$ cat src/rtl/module_counter.sv
// Free-running modulo counter with a run-time terminal value and a terminal-count pulse.
// tc is decoded from the count register and the live inputs, so it responds in the same cycle.
module module_counter #(
  parameter int WIDTH = 8
) (
  input  logic             clk,
  input  logic             rst,
  input  logic             enable,
  input  logic [WIDTH-1:0] max_count,
  output logic             tc,
  output logic [WIDTH-1:0] count
);

  logic [WIDTH-1:0] r_count;
  logic             w_tc;
  logic [WIDTH-1:0] w_count_inc;

  // The >= comparison makes a count stranded above a lowered terminal wrap at once.
  assign w_tc        = enable & (r_count >= max_count) & ~rst;
  assign w_count_inc = r_count + {{(WIDTH-1){1'b0}}, 1'b1};

  // Count register: reset wins over enable and over the wrap.
  always_ff @(posedge clk) begin
    if (rst) begin
      r_count <= {WIDTH{1'b0}};
    end else if (enable) begin
      if (w_tc) begin
        r_count <= {WIDTH{1'b0}};
      end else begin
        r_count <= w_count_inc;
      end
    end else begin
      r_count <= r_count;
    end
  end

  assign tc    = w_tc;
  assign count = r_count;

endmodule

$ cat config.mk
export PLATFORM = sky130hd
export DESIGN_NAME = module_counter
export DESIGN_NICKNAME = d
export VERILOG_FILES = /design/src/rtl/module_counter.sv
export SDC_FILE = /design/constraint.sdc
export NUM_CORES = 1
export LEC_CHECK = 0
export CORE_MARGIN = 10
export CORE_UTILIZATION = 43
export DETAILED_ROUTE_END_ITERATION = 6
export PLACE_DENSITY = 0.76
export SLEW_MARGIN = 20
export SYNTH_ARGS = -nofsm -noshare
export SYNTH_HDL_FRONTEND = slang
export SYNTH_SLANG_ARGS = --single-unit
$ cat constraint.sdc
create_clock -name clk -period 2.8 [get_ports clk]
set_clock_uncertainty 0.15 [all_clocks]
set_input_delay 0.42 -clock clk [delete_from_list [all_inputs] [get_ports clk]]
set_output_delay 0.42 -clock clk [all_outputs]
set_load 0.01 [all_outputs]
==> impl_metrics.tcl <==
set metrics [dict create \
    slowest_stage "clkdlybuf4s50_1" \
    worst-path-stages 8 \
    cp-end-kind "output pin" \
    initial_core_util_pct 45.38 \
    cts-root-buf "clkbuf_4" \
    largest_register_ffs 8 \
    grt_use_met1_pct 7.683 \
    coreArea_um2 1301 \
    area.growth.synth_to_final_pct 45.55 \
    grt_remaining_overflow 0 \
    slew_headroom_pct 83.94 \
    synth_compound_area_share_pct 8.051 \
    first_pass_iters 2 \
    ant_nets 0 \
    worstHoldStart "count[1]" \
    synth-warning-count 0 \
    vias 497 \
    p_per_area_nw_per_um2 304.7 \
    finalHoldViolations 0 \
    status "finished clean" \
    endpoint "tc" \
    cts_tree "built" \
    grt_max_degree 9 \
    path_clk_slew_ns 0.05 \
    worstPathCellList "clkdlybuf4s50_1 -> inv_1 -> ha_1 -> and3_4 -> a221o_1 -> a22o_1 -> nor2b_1 -> buf_2" \
    dp_hpwl_mm 1.130 \
    port_buffers 19 \
    yosysSeqAreaShare_pct 27.12 \
    drc 0 \
    top_usage_layer "met2" \
    clk_latency_ns 0.25 \
    die-area_um2 3256 \
    slew_viol_final 0 \
    grtUsageMet3_pct 2.434 \
    cts-htree-levels 1 \
    antenna_found_initial 0 \
    worstSetupPathType "primary input to output pin" \
    post-route-period-util_pct 98.65 \
    routed_wl_mm 1.347 \
    setup_slack_ns 0.03790 \
    crit_fanout 2 \
    cp.required_ns 2.23 \
    irDropWorstVdd_mv 0.2203 \
    regToRegStartpoint "count[6]" \
    nets 109 \
    dieHeight_um 57.06 \
    cts_buffers 3 \
    rows 13 \
    post-place-ws_ns -0.3592 \
    ys_types 23 \
    reg2regPathDepth 6 \
    startpoint "max_count[5]" \
    min_period_ns 2.762 \
    io_pins 20 \
    grt_pass1_wl_mm 2.118 \
    worst-path-buf-inv 3 \
    avgRoutedWirePerCell_um 13.21 \
    die_x_um 57.06 \
    gp_congestion 0.7587 \
    power.total_uw 261.9 \
    synthesis.nets 83 \
    drive_gt1_share_pct 22.99 \
    cts_hold_repair.buffers 0 \
    cts.sinks 8 \
    synthAdderAreaFrac_pct 19.07 \
    setup_viol 0 \
    hp-class "flip-flop to flip-flop" \
    muxShareOfSynthArea_pct 1.695 \
    nFillCells 126 \
    drtIter0Drc 5 \
    syn_inst 63 \
    clockBufferDepth 2 \
    synth-xor-area-share_pct 10.38 \
    grt_util_met2_pct 13.95 \
    fmax_mhz 362.0 \
    netlist_area_um2 590.6 \
    worstReg2RegEnd "count[2]" \
    num_antenna_cells 0 \
    power_leakage_nw 0.3811 \
    ys_seq_elements 8 \
    startpoint_type "primary input" \
    syn_avg_cell_area_um2 9.374 \
    regToRegSetupSlack_ns 0.82 \
    cpLargestDelayFamily "buffers and inverters" \
    cts_setup_buffers 0 \
    worstMarginPinSlew_ns 0.2390 \
    synth_top_family_by_area "simple AND/OR/NAND/NOR gates" \
    cp_slowest_stage_delay_ns 0.47 \
    drv_cap 0 \
    grt_use_total_pct 7.859 \
    grt_pass1_vias 511 \
    crit_arrival_ns 2.19 \
    yosys.area_share.simple_pct 25.21 \
    vias_per_cell 4.873 \
]
-- layout by cell type (no fill, tap or decap) --
cell             Yosys  layout
clkdlybuf4s50_1      0      18
inv_1                8       8
nor3_2               8       8
dfxtp_1              8       8
ha_1                 9       7
buf_4                0       5
nand2_1              4       4
xnor2_1              4       4
nor2_1               3       3
xor2_1               3       3
clkbuf_4             0       3
nand4_1              2       2
ha_4                 0       2
nor3b_1              1       1
o21ai_0              1       1
o21ai_1              1       1
and3_4               1       1
o2111a_1             1       1
a21o_1               1       1
a221o_1              1       1
a22o_1               1       1
nor2b_1              1       1
mux2i_1              1       1
nor3_1               1       1
buf_2                1       1
-- synth_stat cells, drive strengths merged --
library cell / instances / area, um2
ha: 9 / 112.6
nor2: 3 / 11.26
buf: 3 / 20.01
xor2: 3 / 26.28
nor3: 9 / 85.08
nand4: 2 / 12.51
o2111a: 1 / 11.26
dfxtp: 8 / 160.2
o21ai: 2 / 10.00
inv: 8 / 30.03
mux2i: 1 / 10.01
and3: 1 / 11.26
a221o: 1 / 10.01
nor2b: 1 / 6.260
a21o: 1 / 7.510
nor3b: 1 / 7.510
nand2: 4 / 15.01
a22o: 1 / 8.760
xnor2: 4 / 35.03
-- logic make-up after synthesis --
group	Yosys count
buffers and inverters	11
XOR/XNOR	7
AND/OR/NAND/NOR	21
AO/OA/AOI/OAI	6
multiplexers	1
flip-flops	8
adder cells (fa/ha/maj)	9
-- how the worst min path moves through the flow --
| stage | to | slack, ns | depth (start not counted) |
|---|---|---|---|
| 6_report | count[1] | 0.47 | 2 |
| 5_1_grt | count[1] | 0.51 | 2 |
| 4_1_cts | count[7] | 0.44 | 2 |
| 3_5_place_dp | count[7] | 0.43 | 2 |
| 3_3_place_gp | count[7] | 0.42 | 2 |
| 2_1_floorplan | count[7] | 0.45 | 2 |
-- per-layer routing --
layer / up-vias / share of wire, %
met1: 218 / 44
met5: - / 0
met2: 13 / 49
li1: 262 / -
met4: 0 / 2.0
met3: 4 / 5.3
-- final cells by class --
| class | count | area (um2) | area share, % |
|---|---|---|---|
| Multi-Input combinational cell | 44 | 405.4 | 47.16 |
| Timing Repair Buffer | 24 | 222.7 | 25.91 |
| Sequential cell | 8 | 160.2 | 18.63 |
| Inverter | 8 | 30.03 | 3.493 |
| Clock buffer | 3 | 22.52 | 2.620 |
| Tap cell | 15 | 18.77 | 2.183 |
-- through the flow --
stage | hold WS, ns | std cells | cell area (um2) | setup TNS [ns] | utilization [%]
after floorplan | 0.4527 | 63 | 590.6 | 0 | -
after global placement | 0.4220 | 99 | 817.0 | -0.3127 | 62.79
after detailed placement | 0.4299 | 99 | 817.0 | -0.3592 | 62.79
after CTS | 0.4448 | 102 | 834.6 | 0 | 64.13
after global routing | 0.5059 | 102 | 859.6 | -0.04600 | 66.06
final | 0.4658 | 102 | 859.6 | 0 | 66.06
-- worst min-delay path, stage by stage, from the launching register on --
cell     delay, ns
dfxtp_1       0.34
mux2i_1       0.18
nor3_2        0.05
-- power by group --
group / total, mW / leakage [nW] / internal [mW] / switching (mW)
clock network: 0.0872 / 0.0138 / 0.0490 / 0.0382
registers: 0.121 / 0.0648 / 0.117 / 0.00409
logic: 0.0535 / 0.302 / 0.0324 / 0.0211
-- repair_timing --
item	in CTS	in global routing
hold endpoints to repair	0	0
setup endpoints to repair	1	1
pin swaps	3	5
resized for setup	4	2
gates cloned	0	0
No activity file was read; power rests on OpenSTA's default activity.
